==> config.mk <==
export PLATFORM = sky130hd
export DESIGN_NAME = cpu_cycle_sequencer
export DESIGN_NICKNAME = d
export VERILOG_FILES = /design/src/rtl/cpu_seq_pkg.sv /design/src/rtl/seq_step_edge.sv /design/src/rtl/cpu_cycle_sequencer.sv
export SDC_FILE = /design/constraint.sdc
export NUM_CORES = 1
export LEC_CHECK = 0
export CAP_MARGIN = 25
export CORE_UTILIZATION = 40
export CTS_BUF_LIST = sky130_fd_sc_hd__clkbuf_2 sky130_fd_sc_hd__clkbuf_4 sky130_fd_sc_hd__clkbuf_8
export DETAILED_ROUTE_END_ITERATION = 10
export PLACE_DENSITY = 0.77
export SYNTH_ARGS = -nofsm -noshare
export SYNTH_HDL_FRONTEND = slang
export SYNTH_HIERARCHICAL = 1
export SYNTH_SLANG_ARGS = --single-unit
==> constraint.sdc <==
create_clock -name clk_i -period 1.7 [get_ports clk_i]
set_clock_uncertainty 0.05 [all_clocks]
set_input_delay 0.425 -clock clk_i [delete_from_list [all_inputs] [get_ports clk_i]]
set_output_delay 0.425 -clock clk_i [all_outputs]
set_load 0.005 [all_outputs]
==> src/rtl/cpu_seq_pkg.sv <==
// Shared types for the multi-cycle sequencer: state encoding, decoded-control
// register layout and parameter defaults.
package cpu_seq_pkg;

    localparam int INSTR_W_DEF     = 12;
    localparam int DATA_W_DEF      = 16;
    localparam int TIMEOUT_CYC_DEF = 255;
    localparam int WAIT_CNT_W      = 8;

    typedef enum logic [2:0] {
        ST_IDLE   = 3'd0,
        ST_FETCH  = 3'd1,
        ST_DECODE = 3'd2,
        ST_EXEC   = 3'd3,
        ST_MEM    = 3'd4,
        ST_WB     = 3'd5,
        ST_FAULT  = 3'd6
    } seqState_e;

    typedef struct packed {
        logic memRd;
        logic memWr;
        logic regWr;
        logic pcInc;
    } ctrl_t;

    function automatic logic ctrlNeedsMem(input ctrl_t c);
        return c.memRd | c.memWr;
    endfunction

    // A store never writes back to the register file, even if regWr is decoded.
    function automatic logic ctrlRegWe(input ctrl_t c);
        return c.regWr & ~c.memWr;
    endfunction

endpackage

==> src/rtl/seq_step_edge.sv <==
// Board step switch: two-flop synchronizer, rising-edge detect and a pending
// latch that holds the request until the sequencer leaves IDLE.
module seq_step_edge (
    input  logic clk_i,
    input  logic reset_n_i,
    input  logic step_i,
    input  logic run_i,
    input  logic consume_i,
    output logic pending_o
);

    logic [2:0] sync_q;
    logic       pending_q;
    logic       pending_d;
    logic       stepEdge;

    always_ff @(posedge clk_i or negedge reset_n_i) begin
        if (!reset_n_i) begin
            sync_q <= 3'b000;
        end else begin
            sync_q <= {sync_q[1:0], step_i};
        end
    end

    assign stepEdge = sync_q[1] & ~sync_q[2];

    // A fresh edge beats a same-cycle consume so a rapid second press is kept.
    always_comb begin
        pending_d = pending_q;
        if (consume_i) begin
            pending_d = 1'b0;
        end
        if (stepEdge && !run_i) begin
            pending_d = 1'b1;
        end
    end

    always_ff @(posedge clk_i or negedge reset_n_i) begin
        if (!reset_n_i) begin
            pending_q <= 1'b0;
        end else begin
            pending_q <= pending_d;
        end
    end

    assign pending_o = pending_q;

endmodule

==> src/rtl/cpu_cycle_sequencer.sv <==
// Multi-cycle FETCH/DECODE/EXEC/MEM/WB controller for the 16-bit datapath.
// Define SEQ_TIMEOUT_EN to bound every ack wait and trap into FAULT on expiry.
module cpu_cycle_sequencer
    import cpu_seq_pkg::*;
#(
    parameter int INSTR_W     = INSTR_W_DEF,
    parameter int DATA_W      = DATA_W_DEF,
    parameter int TIMEOUT_CYC = TIMEOUT_CYC_DEF
) (
    input  logic               clk_i,
    input  logic               reset_n_i,
    input  logic               run_i,
    input  logic               step_i,
    output logic               fetch_req_o,
    input  logic               fetch_ack_i,
    input  logic [DATA_W-1:0]  fetch_data_i,
    output logic [INSTR_W-1:0] instr_o,
    input  logic               dec_mem_rd_i,
    input  logic               dec_mem_wr_i,
    input  logic               dec_reg_wr_i,
    input  logic               dec_pc_inc_i,
    output logic               data_req_o,
    output logic               data_we_o,
    input  logic               data_ack_i,
    output logic               alu_en_o,
    output logic               reg_we_o,
    output logic               pc_inc_o,
    output logic               pc_load_o,
    output logic               halted_o,
    output logic               fault_o
);

    localparam logic [WAIT_CNT_W-1:0] WAIT_LIMIT = WAIT_CNT_W'(TIMEOUT_CYC - 1);

    seqState_e          state_q;
    seqState_e          state_d;
    ctrl_t              ctrl_q;
    ctrl_t              ctrl_d;
    logic [INSTR_W-1:0] instr_q;
    logic [INSTR_W-1:0] instr_d;
    logic               stepPending;
    logic               stepConsume;
    logic               waitExpired;
    logic [DATA_W-INSTR_W-1:0] unusedFetchHi;

    assign unusedFetchHi = fetch_data_i[DATA_W-1:INSTR_W];

    seq_step_edge u_step_edge (
        .clk_i     (clk_i),
        .reset_n_i (reset_n_i),
        .step_i    (step_i),
        .run_i     (run_i),
        .consume_i (stepConsume),
        .pending_o (stepPending)
    );

`ifdef SEQ_TIMEOUT_EN
    logic [WAIT_CNT_W-1:0] waitCnt_q;
    logic [WAIT_CNT_W-1:0] waitCnt_d;

    // Any state other than an unacked FETCH/MEM cycle clears the count, so
    // each entry into a wait state starts from zero.
    always_comb begin
        waitCnt_d = '0;
        if ((state_q == ST_FETCH && !fetch_ack_i) || (state_q == ST_MEM && !data_ack_i)) begin
            waitCnt_d = waitCnt_q + 1'b1;
        end
    end

    always_ff @(posedge clk_i or negedge reset_n_i) begin
        if (!reset_n_i) begin
            waitCnt_q <= '0;
        end else begin
            waitCnt_q <= waitCnt_d;
        end
    end

    assign waitExpired = (waitCnt_q == WAIT_LIMIT);
`else
    logic [WAIT_CNT_W-1:0] unusedWaitLimit;

    assign unusedWaitLimit = WAIT_LIMIT;
    assign waitExpired     = 1'b0;
`endif

    always_ff @(posedge clk_i or negedge reset_n_i) begin
        if (!reset_n_i) begin
            state_q <= ST_IDLE;
        end else begin
            state_q <= state_d;
        end
    end

    always_comb begin
        state_d = state_q;
        case (state_q)
            ST_IDLE: begin
                if (run_i || stepPending) begin
                    state_d = ST_FETCH;
                end
            end
            ST_FETCH: begin
                if (fetch_ack_i) begin
                    state_d = ST_DECODE;
                end else if (waitExpired) begin
                    state_d = ST_FAULT;
                end
            end
            ST_DECODE: state_d = ST_EXEC;
            ST_EXEC:   state_d = ctrlNeedsMem(ctrl_q) ? ST_MEM : ST_WB;
            ST_MEM: begin
                if (data_ack_i) begin
                    state_d = ST_WB;
                end else if (waitExpired) begin
                    state_d = ST_FAULT;
                end
            end
            ST_WB:    state_d = run_i ? ST_FETCH : ST_IDLE;
            ST_FAULT: state_d = ST_FAULT;
            default:  state_d = ST_IDLE;
        endcase
    end

    assign stepConsume = (state_q == ST_IDLE) && (state_d == ST_FETCH);

    // The instruction register only moves on an acked fetch; the control bits
    // are captured at the end of the single DECODE cycle.
    always_comb begin
        instr_d = instr_q;
        ctrl_d  = ctrl_q;
        if (state_q == ST_FETCH && fetch_ack_i) begin
            instr_d = fetch_data_i[INSTR_W-1:0];
        end
        if (state_q == ST_DECODE) begin
            ctrl_d.memRd = dec_mem_rd_i;
            ctrl_d.memWr = dec_mem_wr_i;
            ctrl_d.regWr = dec_reg_wr_i;
            ctrl_d.pcInc = dec_pc_inc_i;
        end
    end

    always_ff @(posedge clk_i or negedge reset_n_i) begin
        if (!reset_n_i) begin
            instr_q <= '0;
            ctrl_q  <= '0;
        end else begin
            instr_q <= instr_d;
            ctrl_q  <= ctrl_d;
        end
    end

    assign instr_o = instr_q;

    // Outputs decode straight from state so an async reset drops requests at once.
    always_comb begin
        fetch_req_o = 1'b0;
        data_req_o  = 1'b0;
        data_we_o   = 1'b0;
        alu_en_o    = 1'b0;
        reg_we_o    = 1'b0;
        pc_inc_o    = 1'b0;
        pc_load_o   = 1'b0;
        halted_o    = 1'b0;
        fault_o     = 1'b0;
        case (state_q)
            ST_IDLE:  halted_o    = 1'b1;
            ST_FETCH: fetch_req_o = 1'b1;
            ST_EXEC:  alu_en_o    = 1'b1;
            ST_MEM: begin
                data_req_o = 1'b1;
                data_we_o  = ctrl_q.memWr;
            end
            ST_WB: begin
                reg_we_o  = ctrlRegWe(ctrl_q);
                pc_inc_o  = ctrl_q.pcInc;
                pc_load_o = ~ctrl_q.pcInc;
            end
            ST_FAULT: begin
                halted_o = 1'b1;
`ifdef SEQ_TIMEOUT_EN
                fault_o  = 1'b1;
`endif
            end
            default: halted_o = 1'b0;
        endcase
    end

endmodule

==> run summary, run 1 <==
The clock transition at the registers of the reported paths came out at 0.12 ns. The worst vdd rail ir drop is 0.9443 mV. The delay of the slowest cell on the worst path came out at 0.40 ns. The summed area of non-filler cells in the final layout is 1610 um^2. The post-synthesis cell area came out at 1052 um^2.

The leakage component of the power is 0.0007879 uW. The antenna diode count is 0. The worst-skew pair later-pin latency is 0.30 ns. The area overhead of the layout relative to synthesis came out at 53.03%.

The data required time of the critical path came out at 1.22 ns. TritonCTS built the clock tree. In the post-route analysis, the smallest setup slack over all paths is -0.1886 ns. The logic depth of the worst register-to-register path is 5. The worst path in the final design needs a cycle of 1.889 ns, including I/O delays and setup.

The number of hold buffers added after cts is 0. The number of buffers on the longest clock path is 2. Dividing the detail-routed via count by the number of cells gives 4.826. Setup violations remaining at the end of the flow were counted as 5. The detail route stage leaves a number of antenna-violating nets equal to 0. The reg-to-reg critical path endpoint is instr_o[2]$_DFFE_PN0P_.

The worst hold path begins at u_step_edge/sync_q[0]$_DFF_PN0_. The synthesized design contains 23 register bits. The number of hold violations in the final report is 0. The via count of the first global-routing pass came out at 788. From bottom edge to top edge, the die measures 53.29 um. The largest net degree at the start of global routing is 24. The endpoint kind of the worst setup timing path is a primary output. The aggregate global routing overflow is 0. The number of cells traversed by the worst hold path is 0. The count of port buffers added during placement is 41. Yosys printed 6 warnings. The count of pins on the block boundary is 47. The power density of the placed cells is 1628 nW/um^2. The share of layout cells above drive strength 1 came out at 0.4198. The critical path is of the flip-flop to primary output type. Measured on the finished design, the core utilization comes to 0.6500.

The flow ran to the end, but the final reports show violations. After detailed routing, the number of remaining DRC violations is 0. The critical path goes through inv_2 > or3_4 > nor3b_2 > buf_2. The beginning of the worst register-to-register path is state_q[1]$_DFF_PN0_. After detailed placement, the total cell area comes to 1510 um^2.

The total CTS buffers is 3. The count of routing violations after the opening detailed-route iteration came out at 6. The number of levels the H-tree was split into came out at 1. The checks that failed: negative setup slack.

The number of buffer and inverter instances along the worst setup path is 2. The initial cell density of the core came out at 0.4247. The setup TNS after final layout is -0.4477 ns. The first global-routing pass estimated 3222 um of wire. STA puts the critical path data arrival time at 1.41 ns. The highest clock frequency the design can meet is 0.5295 GHz. The gate count of the mapped netlist came out at 75. The floorplan core area is 2477 um^2.

The tree is rooted in a sky130_fd_sc_hd__clkbuf_4. The path with the worst hold slack has its endpoint at u_step_edge/sync_q[1]$_DFF_PN0_. The overall track demand over capacity in global routing is 0.1597.

The total power is 2622 uW. Dividing the detail-routed wire length by the instance count gives 13.78 um. The post-detailed-routing wire length came out at 2218 um.

The number of different library cells used by synthesis comes to 26. The startpoint type of the worst setup path is a flip-flop. Setup repair after global routing could not meet its margin everywhere. The post-route fraction of the period consumed by the critical path is 1.111. The clock net sink count came out at 23. The share of synthesized area occupied by flip-flops and latches is 0.5470. The net count reported at finish is 158. The number of antenna violations at the first check in global routing was 0.

The final RePlAce weighted congestion is 0.7623. The first detailed-routing pass took 6 iterations. The worst slack at placement is -0.2828 ns. The tightest min-delay check is of the flip-flop to flip-flop type. The max-cap violation count came out at 0. The worst reg-to-reg setup slack is 0.07 ns. The mean post-synth cell area is 14.03 um^2. The top cell family by delay on the critical path is simple AND/OR/NAND/NOR gates. The total number of placement rows came out at 18. Detailed routing inserted a total of 777 vias. The floorplan step set the die width to 53.29 um. The cell with the largest stage delay on the worst path is sky130_fd_sc_hd__or3_4. Summed over all nets, the half-perimeter wirelength after detailed placement is 1543 um. The number of slew-limit violations in the final report came out at 0.

Along the worst path, the maximum fanout reaches 3. The die footprint is 2840 um^2. The number of nets in the synthesized netlist is 101.
## cell usage in the layout, fill, tap and decap left out, types with 2 or more instances in the layout
cell / n
sky130_fd_sc_hd__dlymetal6s2s_1: 5
sky130_fd_sc_hd__buf_4: 12
sky130_fd_sc_hd__nor2_1: 3
sky130_fd_sc_hd__nor2_2: 2
sky130_fd_sc_hd__mux2_2: 7
sky130_fd_sc_hd__mux2_4: 9
sky130_fd_sc_hd__a21o_1: 2
sky130_fd_sc_hd__clkbuf_4: 4
sky130_fd_sc_hd__dfrtp_1: 23
sky130_fd_sc_hd__buf_6: 3
sky130_fd_sc_hd__inv_1: 4
sky130_fd_sc_hd__nor4_1: 2
sky130_fd_sc_hd__buf_2: 8
sky130_fd_sc_hd__clkdlybuf4s50_1: 28
## worst max-delay path by stage
stage | startpoint | depth (start not counted) | slack, ns | end
floorplan | state_q[0]$_DFF_PN0_ | 4 | 0.10 | reg_we_o
global placement | state_q[0]$_DFF_PN0_ | 4 | -0.26 | reg_we_o
detailed placement | state_q[0]$_DFF_PN0_ | 4 | -0.28 | reg_we_o
CTS | state_q[2]$_DFF_PN0_ | 4 | -0.18 | reg_we_o
global route | state_q[0]$_DFF_PN0_ | 4 | -0.29 | reg_we_o
finish | state_q[0]$_DFF_PN0_ | 4 | -0.19 | reg_we_o
## report_power, final
part / internal, uW / total (uW) / switching, uW
Combinational: 934 / 1430 / 493
Clock: 107 / 258 / 151
Sequential: 789 / 938 / 149
## cell usage after synthesis (all sizes together)
| cell type | instances | area share |
|---|---|---|
| dfrtp | 23 | 0.55 |
| nor2b | 1 | 0.0059 |
| nor3 | 1 | 0.0048 |
| a21o | 2 | 0.014 |
| buf | 5 | 0.055 |
| nand2b | 2 | 0.019 |
| nor3b | 2 | 0.025 |
| o31ai | 1 | 0.0071 |
| conb | 1 | 0.0036 |
| o32ai | 1 | 0.015 |
| inv | 5 | 0.018 |
| o22a | 1 | 0.0083 |
| mux2 | 16 | 0.20 |
| xor2 | 1 | 0.0083 |
| nor4 | 2 | 0.012 |
| or3 | 1 | 0.0059 |
| a21oi | 1 | 0.0048 |
| nor2 | 6 | 0.021 |
| and2 | 2 | 0.014 |
| a211oi | 1 | 0.0071 |
## logic make-up (layout without fill, tap and decap cells)
kind of cell,Yosys count,in the layout,share of synthesized area
AO/OA/AOI/OAI,7,7,0.05708
flip-flops,23,23,0.5470
buffers and inverters,10,65,0.07253
AND/OR/NAND/NOR,17,18,0.1082
XOR/XNOR,1,1,0.008325
other,1,1,0.003564
multiplexers,16,16,0.2033
## what timing repair did
item / 4_1_cts / 5_1_grt
buffers inserted: 2 / 6
setup endpoints to repair: 11 / 29
cloned: 0 / 1
gates resized for setup: 38 / 11
pin swaps: 7 / 4
## metal layers
metal,track usage,share of wire,vias up
met3,0.02586,0.050,2
met1,0.1872,0.43,380
met2,0.2833,0.51,29
met4,0.06579,0.0045,0
met5,0,0,-
li1,-,-,366
## state kept, by name, summed over array words and instances (netlist names)
| register | cells |
|---|---|
| ctrl_q | 4 |
| u_step_edge/pending_o | 1 |
| u_step_edge/sync_q | 3 |
| instr_o | 12 |
| state_q | 3 |
## area by class of cell
type | instances | area, um^2
Clock buffer | 4 | 30.03
Multi-Input combinational cell | 43 | 441.7
Sequential cell | 23 | 575.6
Timing Repair Buffer | 56 | 506.7
Inverter | 5 | 18.77
Tap cell | 30 | 37.54
Fill cell | 204 | 867.1
## per-stage QoR
| stage | hold slack [ns] | instances |
|---|---|---|
| 2_1_floorplan | 0.07941 | 75 |
| 3_3_place_gp | 0.2890 | 150 |
| 3_5_place_dp | 0.2903 | 150 |
| 4_1_cts | 0.3179 | 156 |
| 5_1_grt | 0.3340 | 161 |
| 6_report | 0.3133 | 161 |
No activity file was read; power rests on OpenSTA's default activity.
==> inputs of run 2 (changes only) <==
- MAX_ROUTING_LAYER: unset -> met4
==> run 2 against run 1 <==
The run still ends with negative setup slack left. Sequential cell count did not move. First-iteration DRC count did not move. Routed wire length did not move. Clock power barely moved. Worst hold slack barely moved. Via count did not move. Critical path type unchanged. Critical endpoint unchanged. Largest cell class unchanged.
==> run summary, run 2 (synthesis gave the netlist of run 1 again) <==
The average wire per standard cell came out at 13.78 um (unchanged). The type of the most critical hold path is flip-flop to flip-flop. The summed area of non-filler cells in the final layout is 1610 um^2 (unchanged). The total power came out at 2622 uW (unchanged). The run finished, with violations left.

The number of cells traversed by the worst hold path is 0 (unchanged). The count of routing violations after the opening detailed-route iteration is 6 (unchanged). The net count reported at finish is 158 (unchanged). The endpoint kind of the worst setup timing path is a primary output. The global-route met1 utilization is 0.1872 (unchanged).

The max-cap violation count came to 0 (unchanged). The met3 capacity usage during global routing came out at 0.02586 (unchanged). The flip-flop count of the largest register after layout came out at 12 (unchanged).

The post-route fraction of the period consumed by the critical path is 1.111 (about the same). The total CTS buffers is 3 (unchanged). The critical path depth in cells is 4 (unchanged). The highest clock frequency the design can meet came to 0.5295 GHz (about the same).

The remaining antenna violation count after routing came to 0 (unchanged). The leakage component of the power came out at 0.0007879 uW (unchanged). The wire length of the first global-routing pass is 3215 um (-0.22%). The arrival time of the worst setup path is 1.41 ns (about the same). The sum of net half-perimeters after detailed placement is 1543 um (unchanged). The post-detailed-routing wire length was 2218 um (unchanged). The largest fanout of any net on the critical path was 3 (unchanged). The reported net switching power is 792.0 uW (about the same).

The share of total power in combinational logic came out at 0.544 (about the same). Setup repair after global routing could not meet its margin everywhere. The startpoint identified for the worst hold timing path is u_step_edge/sync_q[0]$_DFF_PN0_. The worst setup slack after layout is -0.1885 ns (+0.00002900 ns). The shortest period the worst path allows is 1.889 ns (-0.00002900 ns). The worst hold path terminates at u_step_edge/sync_q[1]$_DFF_PN0_.

The library cell used most frequently in the layout, excluding fill and tap cells, is sky130_fd_sc_hd__clkdlybuf4s50_1. The library cells used most frequently in the layout, excluding fill and tap cells, are 28 x sky130_fd_sc_hd__clkdlybuf4s50_1, 23 x sky130_fd_sc_hd__dfrtp_1, 12 x sky130_fd_sc_hd__buf_4. The clock root buffer master is sky130_fd_sc_hd__clkbuf_4. The number of antenna violations at the first check in global routing is 0 (unchanged). The worst register-to-register path ends at instr_o[2]$_DFFE_PN0P_. The horizontal die dimension came out at 53.29 um (unchanged). The logic depth of the worst register-to-register path is 5 (unchanged).

The data required time of the critical path came out at 1.22 ns (about the same). Among cell families on the critical path, the largest total delay comes from simple AND/OR/NAND/NOR gates. The signal on the critical path passes through inv_2 > or3_4 > nor3b_2 > buf_2.

The final reports fail on negative setup slack. The worst slack at placement is -0.2828 ns (unchanged). The number of buffers on the longest clock path came to 2 (unchanged).

The vertical extent of the die is 53.29 um (unchanged). The switching power as a share of total power came out at 0.3020 (about the same). The global routing usage on met2 is 0.2833 (unchanged). The worst reg-to-reg setup slack came out at 0.07 ns (about the same). The per-cell via count in the routed design came out at 4.826 (unchanged).

The worst vdd rail ir drop is 0.9443 mV (about the same). The die footprint came to 2840 um^2 (unchanged). The area overhead of the layout relative to synthesis came to 53.03% (unchanged). The number of buffer and inverter instances along the worst setup path is 2 (unchanged). The length of the first detailed-routing pass in iterations came out at 6 (unchanged). The number of levels the H-tree was split into is 1 (unchanged). The final RePlAce weighted congestion is 0.7724 (+1.3%). The clock transition at the registers of the reported paths came out at 0.12 ns (about the same).

The worst-skew pair later-pin latency came out at 0.30 ns (about the same). The clock tree from TritonCTS is done. The initial cell density of the core was 0.4247 (unchanged). The aggregate global routing overflow was 0 (unchanged).

The number of slew-limit violations in the final report came out at 0 (unchanged). The slowest stage of the critical path is the sky130_fd_sc_hd__or3_4 cell. In this run the critical register-to-register path is launched from state_q[1]$_DFF_PN0_. The type of the worst setup path is flip-flop to primary output. The minimum hold slack is 0.3133 ns (+0.000006000 ns). The internal power component came to 1830 uW (unchanged). The antenna diode count is 0 (unchanged).

The largest net degree at the start of global routing is 24 (unchanged). After global routing, the most crowded layer is met2. The number of hold violations in the final report came out at 0 (unchanged).

The power density of the placed cells is 1628 nW/um^2 (unchanged). The via count of the first global-routing pass came to 789 (+0.13%). The total number of placement rows came out at 18 (unchanged). The overall track demand over capacity in global routing came out at 0.1639 (+0.004149). STA classifies the critical path startpoint as a flip-flop.

The count of filler cells inserted in the layout is 204 (unchanged). The delay of the slowest cell on the worst path came out at 0.40 ns (about the same). The clock net sink count came to 23 (unchanged). The floorplan core area is 2477 um^2 (unchanged). The count of pins on the block boundary is 47 (unchanged).

The setup violation total in the final timing report is 5 (unchanged). The total number of vias is 777 (unchanged). The share of layout cells above drive strength 1 came out at 0.4198 (unchanged). The count of port buffers added during placement came out at 41 (unchanged). The post-place instance area came out at 1510 um^2 (unchanged). The proportion of power drawn by flip-flops and latches came out at 0.358 (about the same). The remaining routing DRC violations came out at 0 (unchanged). The fraction of power consumed by the clock network came out at 0.098 (about the same).
-- run 2: through the flow --
| step | util | cells | setup TNS, ns |
|---|---|---|---|
| 6_report | 0.6500 | 161 | -0.4476 |
| 3_5_place_dp | 0.6096 | 150 | -1.353 |
| 2_1_floorplan | - | 75 | 0 |
| 3_3_place_gp | 0.6096 | 150 | -1.038 |
| 5_1_grt | 0.6500 | 161 | -0.9959 |
| 4_1_cts | 0.6273 | 156 | -0.5920 |
-- run 2: routing by layer --
layer / vias to the layer above / wire [um]
met5: - / 0
met4: 0 / 10
met3: 2 / 112
met2: 29 / 1139
met1: 380 / 956
li1: 366 / -
-- run 2: power by group through the flow --
stage,registers (uW),logic (uW),clock network [uW]
2_1_floorplan,926,733,0
3_3_place_gp,932,1280,0
3_5_place_dp,936,1320,0
4_1_cts,941,1350,267
5_1_grt,969,1530,289
6_report,938,1430,258
-- run 2: area by class of cell --
cell class,instances,area (um^2),area share
Clock buffer,4,30.03,0.01865
Inverter,5,18.77,0.01166
Multi-Input combinational cell,43,441.7,0.2743
Sequential cell,23,575.6,0.3574
Tap cell,30,37.54,0.02331
Timing Repair Buffer,56,506.7,0.3147
-- run 2: how the worst max path moves through the flow --
stage | from | endpoint | slack (ns)
after floorplan | state_q[0]$_DFF_PN0_ | reg_we_o | 0.10
after global placement | state_q[0]$_DFF_PN0_ | reg_we_o | -0.26
after detailed placement | state_q[0]$_DFF_PN0_ | reg_we_o | -0.28
after CTS | state_q[2]$_DFF_PN0_ | reg_we_o | -0.18
after global routing | state_q[0]$_DFF_PN0_ | reg_we_o | -0.29
final | state_q[0]$_DFF_PN0_ | reg_we_o | -0.19
-- run 2: what timing repair did --
item / 4_1_cts / 5_1_grt
hold buffers: 0 / 0
buffers inserted: 2 / 6
setup endpoints to repair: 11 / 29
cloned: 0 / 1
pin swaps: 7 / 4
resized for setup: 38 / 11
==> inputs of run 3 (changes only) <==
- ABC_AREA: unset -> 1
- PLACE_DENSITY: 0.77 -> 0.78
==> run 3 against run 2 <==
The run still ends with negative setup slack left. Non-clock buffer count rose by 19. Routed wire length grew 30%. Synthesized area fell by 1.5%. Synthesized cell count up 67%. Count of clock-buffer cells in the layout shrank 1. Sequential power hardly changed. Critical path type unchanged. Critical endpoint is now pc_inc_o.
==> run summary, run 3 <==
The vertical extent of the die is 52.89 um (-0.75%). Compared with the post-synthesis result, the final layout area differs by 73.91%. The net count reported at finish came out at 227 (+44%). The fraction of the mapped netlist area in adder cells is 0 (unchanged). The worst slack at placement came out at -0.1419 ns (+0.1409 ns). The horizontal die dimension was 52.89 um (-0.75%). The length of the first detailed-routing pass in iterations is 4 (-2).

The total number of placement rows is 18 (unchanged). Setup repair after global routing could not meet its margin everywhere. The global-route met1 utilization came out at 0.2509 (+0.06376). The met3 capacity usage during global routing came out at 0.03448 (+0.008621). The largest family of logic cells by synthesized area is simple AND/OR/NAND/NOR gates.

The worst setup path is launched from a flip-flop. The remaining routing DRC violations came out at 0 (unchanged). The wire length of the first global-routing pass came out at 4347 um (+35%).

The count of routing violations after the opening detailed-route iteration was 7 (+1). The count of warnings emitted by yosys is 6 (unchanged). The fraction of the core area covered by cells at the end of the flow was 0.7339 (+0.08394).

The count of port buffers added during placement came out at 41 (unchanged). The total number of vias is 1033 (+33%). The setup TNS after final layout is -0.2956 ns (+0.1519 ns).

The reg-to-reg critical path endpoint is instr_o[0]$_DFFE_PN0P_. The worst hold path begins at u_step_edge/sync_q[0]$_DFF_PN0_. The arrival time of the worst setup path came out at 1.29 ns (-0.12 ns). The count of pins on the block boundary came to 47 (unchanged). Yosys attributes the largest share of cell area to sky130_fd_sc_hd__dfrtp_1 56%, sky130_fd_sc_hd__nand2_1 19%, sky130_fd_sc_hd__inv_1 5.4%, sky130_fd_sc_hd__nor2_1 4.0%, sky130_fd_sc_hd__nand3_1 2.4%. The worst-case hold path end point is u_step_edge/sync_q[1]$_DFF_PN0_.

The gate count of the mapped netlist came to 125 (+67%). The worst-skew pair later-pin latency came to 0.31 ns (about the same). The area share of the largest cell type after synthesis is 0.5556 (+0.008588).

The remaining antenna violation count after routing is 0 (unchanged). The global routing usage on met2 came out at 0.4008 (+0.1175). The number of slew-limit violations in the final report is 0 (unchanged). The power density of the placed cells came to 1598 nW/um^2 (-1.9%). The shortest period the worst path allows came out at 1.768 ns (-0.1203 ns). The post-synthesis cell area is 1036 um^2 (-1.5%). The flow ran to the end, but the final reports show violations. The max-cap violation count came out at 0 (unchanged). The average wire per standard cell is 12.57 um (-8.8%). The clock net sink count is 23 (unchanged). The flip-flop count of the largest register after layout came to 12 (unchanged). The data required time of the critical path is 1.22 ns (about the same). The logic depth of the worst register-to-register path came to 8 (+3). The most heavily used metal layer in global routing is met2.

The area of the multi-input gates came out at 406.6 um^2 (-7.9%). The overall track demand over capacity in global routing is 0.2236 (+0.05973). The count of flip-flops with a built-in enable after synthesis came out at 0 (unchanged). The checks that failed: negative setup slack. The worst vdd rail ir drop is 1.036 mV (+9.7%). The sum of net half-perimeters after detailed placement came out at 1763 um (+14%). The floorplan core area is 2455 um^2 (-0.91%). The number of cells traversed by the worst hold path is 0 (unchanged).

The type of the worst setup path is flip-flop to primary output. The initial cell density of the core is 0.4220 (-0.002729). Clock tree synthesis selected as its root buffer the cell sky130_fd_sc_hd__clkbuf_4. The largest net degree at the start of global routing came to 24 (unchanged). The highest clock frequency the design can meet is 0.5655 GHz (+6.8%). The number of library cell types mapped by synthesis came out at 18 (-31%).

Among all cell types in the netlist, the one instantiated most often is sky130_fd_sc_hd__nand2_1. The path class of the tightest hold or removal check is flip-flop to flip-flop. The per-cell via count in the routed design is 4.491 (-6.9%). The total CTS buffers is 3 (unchanged). The final RePlAce weighted congestion is 0.8101 (+4.9%). The number of hold violations in the final report is 0 (unchanged). The share of layout cells above drive strength 1 is 0.3250 (-0.09485). The post-route fraction of the period consumed by the critical path is 1.040 (-0.07074).

The die footprint came out at 2797 um^2 (-1.5%). The area share of xor/xnor cells in the synthesized design is 0 (-0.008323). The post-detailed-routing wire length came out at 2890 um (+30%).

The via count of the first global-routing pass came out at 1010 (+28%). The worst setup path is captured at a primary output. The mean post-synth cell area came out at 8.288 um^2 (-41%). The antenna diode count is 0 (unchanged). The share of flip-flops with an asynchronous set or reset after synthesis is 1.000 (unchanged). The post-synthesis compound-gate area fraction is 0.03140 (-0.02567).

The synthesized net count is 151 (+50%). The instance count after placement with tap cells included is 203 (+35%). The count of filler cells inserted in the layout was 182 (-11%). The worst reg-to-reg setup slack came out at 0.15 ns (+0.08 ns). The share of synthesized area occupied by flip-flops and latches is 0.5556 (+0.008588). The commonest non-fill, non-tap cell in the layout is sky130_fd_sc_hd__nand2_1.

After synthesis, the most frequently instantiated cells are 52 x sky130_fd_sc_hd__nand2_1, 23 x sky130_fd_sc_hd__dfrtp_1, 15 x sky130_fd_sc_hd__inv_1, 11 x sky130_fd_sc_hd__nor2_1, 5 x sky130_fd_sc_hd__nand3_1. TritonCTS built the clock tree. In the layout the commonest cells are 49 x sky130_fd_sc_hd__nand2_1, 26 x sky130_fd_sc_hd__buf_4, 24 x sky130_fd_sc_hd__clkdlybuf4s50_1. sky130_fd_sc_hd__dfrtp_1 takes more of the synthesized area than any other cell. The register cell area after layout came out at 579.3 um^2 (+0.65%). The number of levels the H-tree was split into was 1 (unchanged). The number of buffers on the longest clock path came to 2 (unchanged).

The aggregate global routing overflow is 0 (unchanged). The mux share of post-synthesis cell area is 0 (-0.2033). The share of synthesized cell area in and, or, nand and nor gates is 0.3116 (+0.2034). The worst register-to-register path begins at state_q[1]$_DFF_PN0_. The number of antenna violations at the first check in global routing is 0 (unchanged). The largest fanout of any net on the critical path is 4 (+1). The worst setup slack after layout is -0.06826 ns (+0.1203 ns). The setup violation total in the final timing report is 7 (+2). The dominant synthesized flop cell is sky130_fd_sc_hd__dfrtp_1. The leakage component of the power came out at 0.001074 uW (+36%). The count of placed standard cells in the final layout, fillers left out came out at 230 (+43%).

The register bit count reported by yosys is 23 (unchanged). The clock transition at the registers of the reported paths is 0.14 ns (+0.02 ns).
-- run 3: cell count changes after synthesis, sizes merged, moves of 3 or more --
cell	previous run	this run
nor2	6	13
mux2	16	0
inv	5	17
nand2	0	54
o21ai	0	3
nand3	0	6
-- run 3: cell type report --
class                   instances  area share
repair buffers                 75      0.3799
flip-flops and latches         23      0.3215
multi-input cells              81      0.2257
inverters                      17     0.03681
well taps                      30     0.02083
clock buffers                   3     0.01250
clock inverters                 1    0.002778
-- run 3: stage by stage --
step	hold slack, ns	area, um^2	power (uW)
finish	0.3244	1802	2879
global route	0.3295	1802	3076
CTS	0.3267	1659	2616
detailed placement	0.2965	1531	2118
global placement	0.2835	1531	2060
floorplan	0.07941	1036	1461
-- run 3: worst max-delay path by stage --
stage	start	end	slack [ns]	cells past startpoint
after floorplan	state_q[1]$_DFF_PN0_	pc_inc_o	0.44	3
after global placement	state_q[0]$_DFF_PN0_	reg_we_o	-0.07	5
after detailed placement	state_q[0]$_DFF_PN0_	reg_we_o	-0.14	5
after CTS	state_q[1]$_DFF_PN0_	data_we_o	-0.07	5
after global routing	state_q[1]$_DFF_PN0_	pc_inc_o	-0.13	5
final	state_q[1]$_DFF_PN0_	pc_inc_o	-0.07	5
-- run 3: cells by family (layout without fill, tap and decap cells) --
family                 after synthesis  after routing
AO/OA/AOI/OAI                        6              6
buffers and inverters               21             96
flip-flops                          23             23
other                                1              1
AND/OR/NAND/NOR                     74             74
-- run 3: where the power goes --
part / switching (uW) / internal (uW)
registers: 164 / 777
clock network: 169 / 87.7
logic: 719 / 962
-- run 3: worst max-delay path, stage by stage, from the launching register on --
cell and delay [ns]:
sky130_fd_sc_hd__dfrtp_2 0.49, sky130_fd_sc_hd__nor2_4 0.14, sky130_fd_sc_hd__buf_6 0.12, sky130_fd_sc_hd__nand2_4 0.05, sky130_fd_sc_hd__nor2_1 0.08, sky130_fd_sc_hd__buf_2 0.12
-- run 3: metal layers --
layer	share of wire	vias to the layer above
met4	0.020	0
met2	0.51	35
met1	0.42	472
met3	0.044	6
li1	-	520
met5	0	-
-- run 3: repair_timing --
item	in CTS	in global routing
pin swaps	5	6
hold buffers	0	0
buffers inserted	14	10
gates resized for setup	47	20
endpoints found under the setup margin	8	19
